$ cat src/rtl/mastermind_pkg.sv
// Shared types and constants for the Mastermind guess-entry logic.
package mastermind_pkg;

  localparam int unsigned NUM_ROWS   = 4;
  localparam int unsigned NUM_DIGITS = 4;

  typedef enum logic [1:0] {
    StEdit   = 2'd0,
    StCommit = 2'd1,
    StFull   = 2'd2
  } state_e;

  // At most one event is acted on per cycle; this is the winner after priority.
  typedef enum logic [2:0] {
    EvNone  = 3'd0,
    EvNext  = 3'd1,
    EvUp    = 3'd2,
    EvDown  = 3'd3,
    EvLeft  = 3'd4,
    EvRight = 3'd5
  } event_e;

  // Increment a digit, wrapping max_val -> 0.
  function automatic logic [3:0] digit_inc(input logic [3:0] v, input logic [3:0] max_val);
    return (v >= max_val) ? 4'd0 : v + 4'd1;
  endfunction

  // Decrement a digit, wrapping 0 -> max_val.
  function automatic logic [3:0] digit_dec(input logic [3:0] v, input logic [3:0] max_val);
    return (v == 4'd0) ? max_val : v - 4'd1;
  endfunction

endpackage

$ cat src/rtl/button_debounce.sv
// Two-flop synchronizer, counter-based debouncer and rising-edge press detector
// for one raw push-button.
module button_debounce #(
  parameter int unsigned DEB_CYCLES = 400000
) (
  input  logic clk,
  input  logic rst_n,
  input  logic btn,
  output logic press
);

  localparam int unsigned CntW = (DEB_CYCLES > 1) ? $clog2(DEB_CYCLES) : 1;
  localparam logic [CntW-1:0] CntMax = CntW'(DEB_CYCLES - 1);

  logic            sync1_q, sync2_q;
  logic            level_q, level_d;
  logic            press_q, press_d;
  logic [CntW-1:0] cnt_q, cnt_d;

  // Synchronizer chain for the asynchronous button input.
  always_ff @(posedge clk or negedge rst_n) begin
    if (!rst_n) begin
      sync1_q <= 1'b0;
      sync2_q <= 1'b0;
    end else begin
      sync1_q <= btn;
      sync2_q <= sync1_q;
    end
  end

  // Count consecutive disagreeing samples; flip the level on the DEB_CYCLES-th one.
  always_comb begin
    cnt_d   = cnt_q;
    level_d = level_q;
    press_d = 1'b0;
    if (sync2_q == level_q) begin
      cnt_d = '0;
    end else if (cnt_q == CntMax) begin
      cnt_d   = '0;
      level_d = sync2_q;
      press_d = sync2_q;
    end else begin
      cnt_d = cnt_q + 1'b1;
    end
  end

  // Debounce state registers.
  always_ff @(posedge clk or negedge rst_n) begin
    if (!rst_n) begin
      cnt_q   <= '0;
      level_q <= 1'b0;
      press_q <= 1'b0;
    end else begin
      cnt_q   <= cnt_d;
      level_q <= level_d;
      press_q <= press_d;
    end
  end

  assign press = press_q;

endmodule

$ cat src/rtl/guess_entry_controller.sv
// Button-driven entry of four 4-digit guesses for the Mastermind board.
// Buttons are debounced, reduced to a single prioritised event per cycle and
// applied to the guess rows by a small EDIT/COMMIT/FULL state machine.
module guess_entry_controller
  import mastermind_pkg::*;
#(
  parameter int unsigned DEB_CYCLES  = 400000,
  parameter int unsigned NUM_SYMBOLS = 6
) (
  input  logic            clk,
  input  logic            rst_n,
  input  logic            btn_up,
  input  logic            btn_down,
  input  logic            btn_left,
  input  logic            btn_right,
  input  logic            btn_next,
  output logic [3:0][3:0] nums [0:3],
  output logic [1:0]      curr_num,
  output logic [1:0]      curr_digit,
  output logic            guess_valid,
  output logic [1:0]      guess_row,
  output logic            board_full
);

  localparam logic [3:0] MaxSym  = 4'(NUM_SYMBOLS - 1);
  localparam logic [1:0] LastRow = 2'(NUM_ROWS - 1);

  logic press_up, press_down, press_left, press_right, press_next;

  button_debounce #(.DEB_CYCLES(DEB_CYCLES)) u_deb_up (
    .clk   (clk),
    .rst_n (rst_n),
    .btn   (btn_up),
    .press (press_up)
  );

  button_debounce #(.DEB_CYCLES(DEB_CYCLES)) u_deb_down (
    .clk   (clk),
    .rst_n (rst_n),
    .btn   (btn_down),
    .press (press_down)
  );

  button_debounce #(.DEB_CYCLES(DEB_CYCLES)) u_deb_left (
    .clk   (clk),
    .rst_n (rst_n),
    .btn   (btn_left),
    .press (press_left)
  );

  button_debounce #(.DEB_CYCLES(DEB_CYCLES)) u_deb_right (
    .clk   (clk),
    .rst_n (rst_n),
    .btn   (btn_right),
    .press (press_right)
  );

  button_debounce #(.DEB_CYCLES(DEB_CYCLES)) u_deb_next (
    .clk   (clk),
    .rst_n (rst_n),
    .btn   (btn_next),
    .press (press_next)
  );

  state_e          state_q, state_d;
  event_e          ev;
  logic [NUM_DIGITS-1:0][3:0] nums_q [NUM_ROWS];
  logic [NUM_DIGITS-1:0][3:0] nums_d [NUM_ROWS];
  logic [1:0]      curr_num_q, curr_num_d;
  logic [1:0]      curr_digit_q, curr_digit_d;
  logic            guess_valid_q, guess_valid_d;
  logic [1:0]      guess_row_q, guess_row_d;
  logic            board_full_q, board_full_d;

  // Pick the single highest-priority event; the rest are dropped.
  always_comb begin
    ev = EvNone;
    if (press_next)       ev = EvNext;
    else if (press_up)    ev = EvUp;
    else if (press_down)  ev = EvDown;
    else if (press_left)  ev = EvLeft;
    else if (press_right) ev = EvRight;
  end

  // Next-state, digit edits, cursor movement and registered-output inputs.
  always_comb begin
    state_d      = state_q;
    nums_d       = nums_q;
    curr_num_d   = curr_num_q;
    curr_digit_d = curr_digit_q;
    guess_row_d  = guess_row_q;

    unique case (state_q)
      StEdit: begin
        case (ev)
          EvNext:  state_d = StCommit;
          EvUp:    nums_d[curr_num_q][curr_digit_q] =
                     digit_inc(nums_q[curr_num_q][curr_digit_q], MaxSym);
          EvDown:  nums_d[curr_num_q][curr_digit_q] =
                     digit_dec(nums_q[curr_num_q][curr_digit_q], MaxSym);
          EvLeft:  curr_digit_d = curr_digit_q - 2'd1;
          EvRight: curr_digit_d = curr_digit_q + 2'd1;
          default: ;
        endcase
      end
      StCommit: begin
        // Events during the commit cycle are ignored.
        if (curr_num_q == LastRow) begin
          state_d = StFull;
        end else begin
          curr_num_d   = curr_num_q + 2'd1;
          curr_digit_d = 2'd0;
          state_d      = StEdit;
        end
      end
      StFull: begin
        if (ev == EvNext) begin
          for (int r = 0; r < NUM_ROWS; r++) begin
            nums_d[r] = '0;
          end
          curr_num_d   = 2'd0;
          curr_digit_d = 2'd0;
          state_d      = StEdit;
        end
      end
      default: state_d = StEdit;
    endcase

    // Outputs are registered, so derive them from the state being entered.
    guess_valid_d = (state_d == StCommit);
    if (state_d == StCommit) begin
      guess_row_d = curr_num_q;
    end
    board_full_d = (state_d == StFull);
  end

  // State and output registers.
  always_ff @(posedge clk or negedge rst_n) begin
    if (!rst_n) begin
      state_q       <= StEdit;
      curr_num_q    <= 2'd0;
      curr_digit_q  <= 2'd0;
      guess_valid_q <= 1'b0;
      guess_row_q   <= 2'd0;
      board_full_q  <= 1'b0;
      for (int r = 0; r < NUM_ROWS; r++) begin
        nums_q[r] <= '0;
      end
    end else begin
      state_q       <= state_d;
      curr_num_q    <= curr_num_d;
      curr_digit_q  <= curr_digit_d;
      guess_valid_q <= guess_valid_d;
      guess_row_q   <= guess_row_d;
      board_full_q  <= board_full_d;
      for (int r = 0; r < NUM_ROWS; r++) begin
        nums_q[r] <= nums_d[r];
      end
    end
  end

  always_comb begin
    for (int r = 0; r < NUM_ROWS; r++) begin
      nums[r] = nums_q[r];
    end
  end

  assign curr_num    = curr_num_q;
  assign curr_digit  = curr_digit_q;
  assign guess_valid = guess_valid_q;
  assign guess_row   = guess_row_q;
  assign board_full  = board_full_q;

endmodule

$ cat config.mk
export PLATFORM = sky130hd
export DESIGN_NAME = guess_entry_controller
export DESIGN_NICKNAME = d
export VERILOG_FILES = /design/src/rtl/mastermind_pkg.sv /design/src/rtl/button_debounce.sv /design/src/rtl/guess_entry_controller.sv
export SDC_FILE = /design/constraint.sdc
export NUM_CORES = 1
export LEC_CHECK = 0
export CAP_MARGIN = 25
export CORE_ASPECT_RATIO = 1.4
export CORE_MARGIN = 4
export CORE_UTILIZATION = 52
export CTS_CLUSTER_SIZE = 8
export DETAILED_ROUTE_END_ITERATION = 10
export HOLD_SLACK_MARGIN = 0.12
export PLACE_DENSITY = 0.76
export SLEW_MARGIN = 20
export SYNTH_ARGS = -nofsm -noshare
export SYNTH_HDL_FRONTEND = slang
export SYNTH_SLANG_ARGS = --single-unit
$ cat constraint.sdc
create_clock -name clk -period 2.7 [get_ports clk]
set_clock_uncertainty 0.2 [all_clocks]
set_input_delay 0.81 -clock clk [delete_from_list [all_inputs] [get_ports clk]]
set_output_delay 0.81 -clock clk [all_outputs]
set_load 0.01 [all_outputs]
==> results of run 1 <==
## through the flow
step / setup TNS (ps) / power (mW)
3_5_place_dp: -11550 / 3.08
5_1_grt: -13710 / 5.88
6_report: -8580 / 5.68
3_3_place_gp: -6340 / 3.08
4_1_cts: -4460 / 5.73
2_1_floorplan: -8490 / 2.98
## how the worst min path moves through the flow
stage                                     end  slack (ps)  cells after the start
after floorplan            u_deb_down.sync2_q         130                      0
after global placement     u_deb_left.sync2_q         140                      0
after detailed placement   u_deb_left.sync2_q         140                      0
after CTS                 u_deb_left.cnt_q[7]         160                      1
after global routing       u_deb_next.sync2_q         160                      0
final                      u_deb_left.sync2_q         150                      0
## timing repair
action	4_1_cts	5_1_grt
setup endpoints to repair	64	64
gates resized for setup	20	22
pin swaps	17	21
cloned	0	0
setup buffers	9	3
## worst reg2reg max path: stages, from the launching register on
cell      delay, ps
dfrtp_1         370
buf_6           170
mux4_2          520
a22oi_2         310
nand2_4         150
ha_4            180
nand2b_4        140
a31oi_1         160
and4bb_2        280
a211oi_4         50
buf_6           150
o21ai_1         130
## registers in the layout, summed over array words and instances (netlist names), 2 cells and up
name and count:
curr_digit 2, nums 64, curr_num 2, u_deb_left.cnt_q 19, u_deb_up.cnt_q 19, u_deb_right.cnt_q 19
state_q 2, u_deb_down.cnt_q 19, guess_row 2, u_deb_next.cnt_q 19
## cell type report
type                            count  share of cell area (%)
Sequential cell                   189                    41.9
Multi-Input combinational cell    647                    37.5
Timing Repair Buffer              145                    12.4
Clock buffer                       21                    4.16
Tap cell                          203                    2.25
Clock inverter                      9                    1.42
Inverter                           12                   0.421
## metal layers
metal	vias to the layer above	wire length, um
met2	210	11400
met4	0	729
li1	3269	-
met3	62	877
met5	-	0
met1	3394	8190
## power breakdown
group          internal (mW)  switching [mW]
Combinational         0.0430          0.0940
Clock                   1.62            1.04
Sequential              2.86          0.0272
Total                   4.52            1.16
## placed cells by master (no fill, tap or decap), types with 13 or more instances in the layout
| master | instances |
|---|---|
| a21o_1 | 16 |
| and3_1 | 21 |
| buf_4 | 52 |
| clkbuf_16 | 17 |
| clkdlybuf4s50_1 | 77 |
| dfrtp_1 | 189 |
| ha_1 | 13 |
| nand2_1 | 143 |
| nand3_1 | 47 |
| nand4_1 | 19 |
| nor2_1 | 119 |
| nor3_1 | 20 |
| o21ai_1 | 36 |
| o21ai_2 | 28 |
| xnor2_1 | 31 |
| xor2_1 | 60 |
## cell families (layout without fill, tap and decap cells)
kind of cell	Yosys count	after routing	synth area share (%)
multiplexers	26	26	5.53
flip-flops	189	189	52.7
AND/OR/NAND/NOR	412	412	20.9
adder cells (fa/ha/maj)	17	17	2.37
XOR/XNOR	91	91	8.89
AO/OA/AOI/OAI	101	101	7.53
buffers and inverters	38	187	2.06
==> results_dict.tcl, run 1 <==
set metrics [dict create \
    gp_congestion 0.895 \
    wirelength_um 21200 \
    grt_util_met1_pct 26.0 \
    grt_max_degree 59 \
    synth_top_area_share_pct 52.7 \
    die_y_um 163 \
    fin_crit_sh_pct 107 \
    synth_area_leaders "dfrtp_1, nand2_1, xor2_1" \
    grt_pass1_wl_um 35700 \
    ys_warn_count 0 \
    yosysMostFrequentCell "dfrtp_1" \
    reg2reg_to "nums[27]" \
    nNetsFinal 1036 \
    power_density_mw_per_mm2 502 \
    syn_to_final_growth_pct 26.0 \
    htree_levels 4 \
    synth_edf_count 0 \
    synth_area_mm2 0.00897 \
    leakagePower_nw 5.08 \
    vias_per_cell 5.66 \
    crit_chain "buf_6 > mux4_2 > a22oi_2 > nand2_4 > ha_4 > nand2b_4 > a31oi_1 > and4bb_2 > a211oi_4 > buf_6 > o21ai_1" \
    setup_violations 64 \
    num_vias 6935 \
    cpLargestDelayFamily "compound AO/OA/AOI/OAI gates" \
    synth_fp_nets 898 \
    maxCapViolations 0 \
    async_flop_share_pct 100 \
    multi_input_area_mm2 0.00424 \
    critPathMaxStageDelay_ps 510 \
    path_max_fanout 8 \
    whs_ps 154 \
    pre_cts_ws_ps -259 \
    n_fill_cell 1219 \
    grt_pass1_vias 7311 \
    rr_startpoint "curr_num[0]" \
    syn_avg_cell_area_um2 10.3 \
    place_area_mm2 0.0104 \
    crit_slowest_cell "mux4_2" \
    grt-busiest-layer "met2" \
    stdcell_area_mm2 0.0113 \
    synth_largest_area_cell "dfrtp_1" \
    initial_core_util_pct 53.3 \
    path_clk_slew_ps 70 \
    min_period_ps 2880 \
    final_layout_size_suffix_gt1_share_pct 16.8 \
    worst-path-stages 11 \
    clock-sinks 189 \
    grt_use_met2_pct 41.4 \
    register_area_mm2 0.00473 \
    hold_violations 0 \
    synth_cell_types 55 \
    cts-root-buf "clkbuf_16" \
    min-delay-start "u_deb_left.sync1_q" \
    drtAntennaViolNets 0 \
    cp-start-kind "flop" \
    grt_setup_unrepaired "yes" \
    grt_use_total_pct 22.9 \
    worst-path-buf-inv 2 \
    drc_errors 0 \
    violations "setup timing" \
    outcome "finished, violations left" \
    stdcell_count 1226 \
    final_util_pct 67.2 \
    design.core.area_mm2 0.0168 \
    die_w_um 119 \
    hold_class "reg -> reg" \
    met3_usage_pct 5.13 \
    postSynthCellCount 874 \
    clockBufferDepth 2 \
    die_area_mm2 0.0194 \
    crit_top_cell "buf_6" \
    synth_commonest_cells "dfrtp_1, nand2_1, nor2_1, xor2_1, o21ai_1" \
    tightest_slew_ps 570 \
    post-place-cells 1184 \
    rows 56 \
    place_hpwl_um 14700 \
    startpoint "curr_num[0]" \
    ys_seq_area_share_pct 52.7 \
    cts_tree "built" \
    drtIter0Drc 531 \
    required_ps 2860 \
    reg2regPathDepth 11 \
    antenna_found_initial 0 \
    endpoint_kind "flop" \
    vdd_drop_max_uv 343 \
    yosys_most_used_dff "dfrtp_1" \
    postCtsHoldBufs 0 \
    io_buffers 78 \
    clock.fmax_mhz 347 \
    crit_type "reg -> reg" \
    overflow 0 \
    ff2ff_setup_slack_ps -180 \
    antennaDiodeCount 0 \
    relSlewSlack_pct 61.7 \
    dr.pass1.iters 5 \
    layout_setup_ws_ps -183 \
    io_pins 79 \
    cts_buffers 17 \
    maxSlewViolCount 0 \
    endpoint "nums[27]" \
    ys_ff_latch 189 \
    cp.arrival_ps 3040 \
    detail_route.wl_per_cell_um 17.3 \
    clock_latency_ps 440 \
]
Note: power is estimated with default switching activity, not from simulation.
==> inputs of run 2 (changes only) <==
- CORE_UTILIZATION: 52 -> 62
- PLACE_DENSITY: 0.76 -> 0.85
- SKIP_LAST_GASP: default -> 1
- clock period: 2.7 -> 3.38 ns (I/O delays scaled with it)
==> results_dict.tcl, run 2 (synthesis gave the netlist of run 1 again) <==
set metrics [dict create \
    drtIter0Drc 414 \
    maxCapViolations 0 \
    vdd_drop_max_uv 341 \
    crit_type "reg -> reg" \
    num_vias 6898 \
    antenna_found_initial 0 \
    rows 51 \
    setup_violations 0 \
    n_fill_cell 893 \
    initial_core_util_pct 63.9 \
    dr.pass1.iters 6 \
    postCtsHoldBufs 0 \
    rr_startpoint "curr_num[0]" \
    layout_setup_ws_ps 356 \
    overflow 0 \
    hold_violations 0 \
    tns_ps 0 \
    cts_buffers 17 \
    largest_register_ffs 64 \
    clock-sinks 189 \
    min_period_ps 3020 \
    relSlewSlack_pct 57.0 \
    clock_latency_ps 430 \
    register_area_mm2 0.00473 \
    clockBufferDepth 2 \
    final_cell_mix "dfrtp_1, nand2_1, nor2_1, clkdlybuf4s50_1, xor2_1" \
    grt_use_total_pct 27.2 \
    final_layout_size_suffix_gt1_share_pct 9.70 \
    gp_congestion 0.930 \
    cp.arrival_ps 3180 \
    grt_pass1_vias 6910 \
    endpoint_kind "flop" \
    path_clk_slew_ps 70 \
    hold_end "u_deb_up.sync2_q" \
    grt_setup_unrepaired "no" \
    drc_errors 0 \
    clock.fmax_mhz 331 \
    reg2regPathDepth 12 \
    final_common_cell "dfrtp_1" \
    die_area_mm2 0.0165 \
    cts-root-buf "clkbuf_16" \
    cp-start-kind "flop" \
    multi_input_area_mm2 0.00405 \
    path_max_fanout 16 \
    place_hpwl_um 14200 \
    pre_cts_ws_ps 382 \
    grt_pass1_wl_um 34500 \
    cts_tree "built" \
    postCtsSetupBuffers 0 \
    outcome "finished, final reports clean" \
    power_density_mw_per_mm2 432 \
    htree_levels 4 \
    leakagePower_nw 4.78 \
    antennaDiodeCount 0 \
    detail_route.wl_per_cell_um 18.1 \
    whs_ps 151 \
    maxSlewViolCount 0 \
    ff2ff_setup_slack_ps 360 \
    io_pins 79 \
    min-delay-start "u_deb_up.sync1_q" \
    hold_depth 0 \
    fin_crit_sh_pct 89.5 \
    vias_per_cell 5.93 \
    grt_max_degree 79 \
    reg2reg_to "nums[27]" \
    required_ps 3530 \
    nNetsFinal 990 \
    wirelength_um 21100 \
    drtAntennaViolNets 0 \
    syn_to_final_growth_pct 19.1 \
    post_cts_resized 0 \
    design.core.area_mm2 0.0140 \
    die_w_um 110 \
    hold_class "reg -> reg" \
    io_buffers 78 \
    die_y_um 150 \
    tightest_slew_ps 645 \
]
run 2: critical path, stage by stage, from the launching register on:
cell and delay, ps:
dfrtp_1 340, buf_4 290, mux4_2 550, a22oi_2 190
nand2_2 150, inv_1 110, ha_1 190, nand2b_1 100
a31oi_1 140, and4bb_2 270, a211oi_4 40, buf_4 200
o21ai_1 160
run 2: per-stage QoR:
stage          cell area (um2)  utilization [%]  total power [mW]  std cells
3_5_place_dp             10000             71.4              2.45       1132
6_report                 10700             76.1              4.61       1164
5_1_grt                  10700             76.1              4.76       1164
2_1_floorplan             8970                -              2.38        874
4_1_cts                  10700             76.1              4.64       1164
3_3_place_gp             10000             71.4              2.45       1132
run 2: worst max path at each step:
stage / cells after the start / startpoint / to / slack, ps
after floorplan: 12 / curr_num[1] / nums[17] / 330
after global placement: 12 / curr_num[0] / nums[3] / 480
after detailed placement: 12 / curr_num[0] / nums[27] / 380
after CTS: 12 / curr_num[0] / nums[27] / 370
after global routing: 12 / curr_num[0] / nums[31] / 190
final: 12 / curr_num[0] / nums[27] / 360
run 2: power by group:
part | switching (mW) | internal (mW)
registers | 0.0226 | 2.28
clock network | 0.899 | 1.30
logic | 0.0759 | 0.0310
run 2: area by class of cell:
class                           count  area share [%]
Clock buffer                       20            4.28
Clock inverter                     12            1.83
Inverter                           12           0.422
Multi-Input combinational cell    647            38.0
Sequential cell                   189            44.3
Tap cell                          185            2.17
Timing Repair Buffer               99            9.06
run 2: metal layers:
layer,wire length (um),global-route usage (%),up-vias
met5,0,0,-
met4,546,9.05,0
met3,1130,4.85,54
met2,11400,48.4,274
met1,8060,33.1,3387
li1,-,-,3183
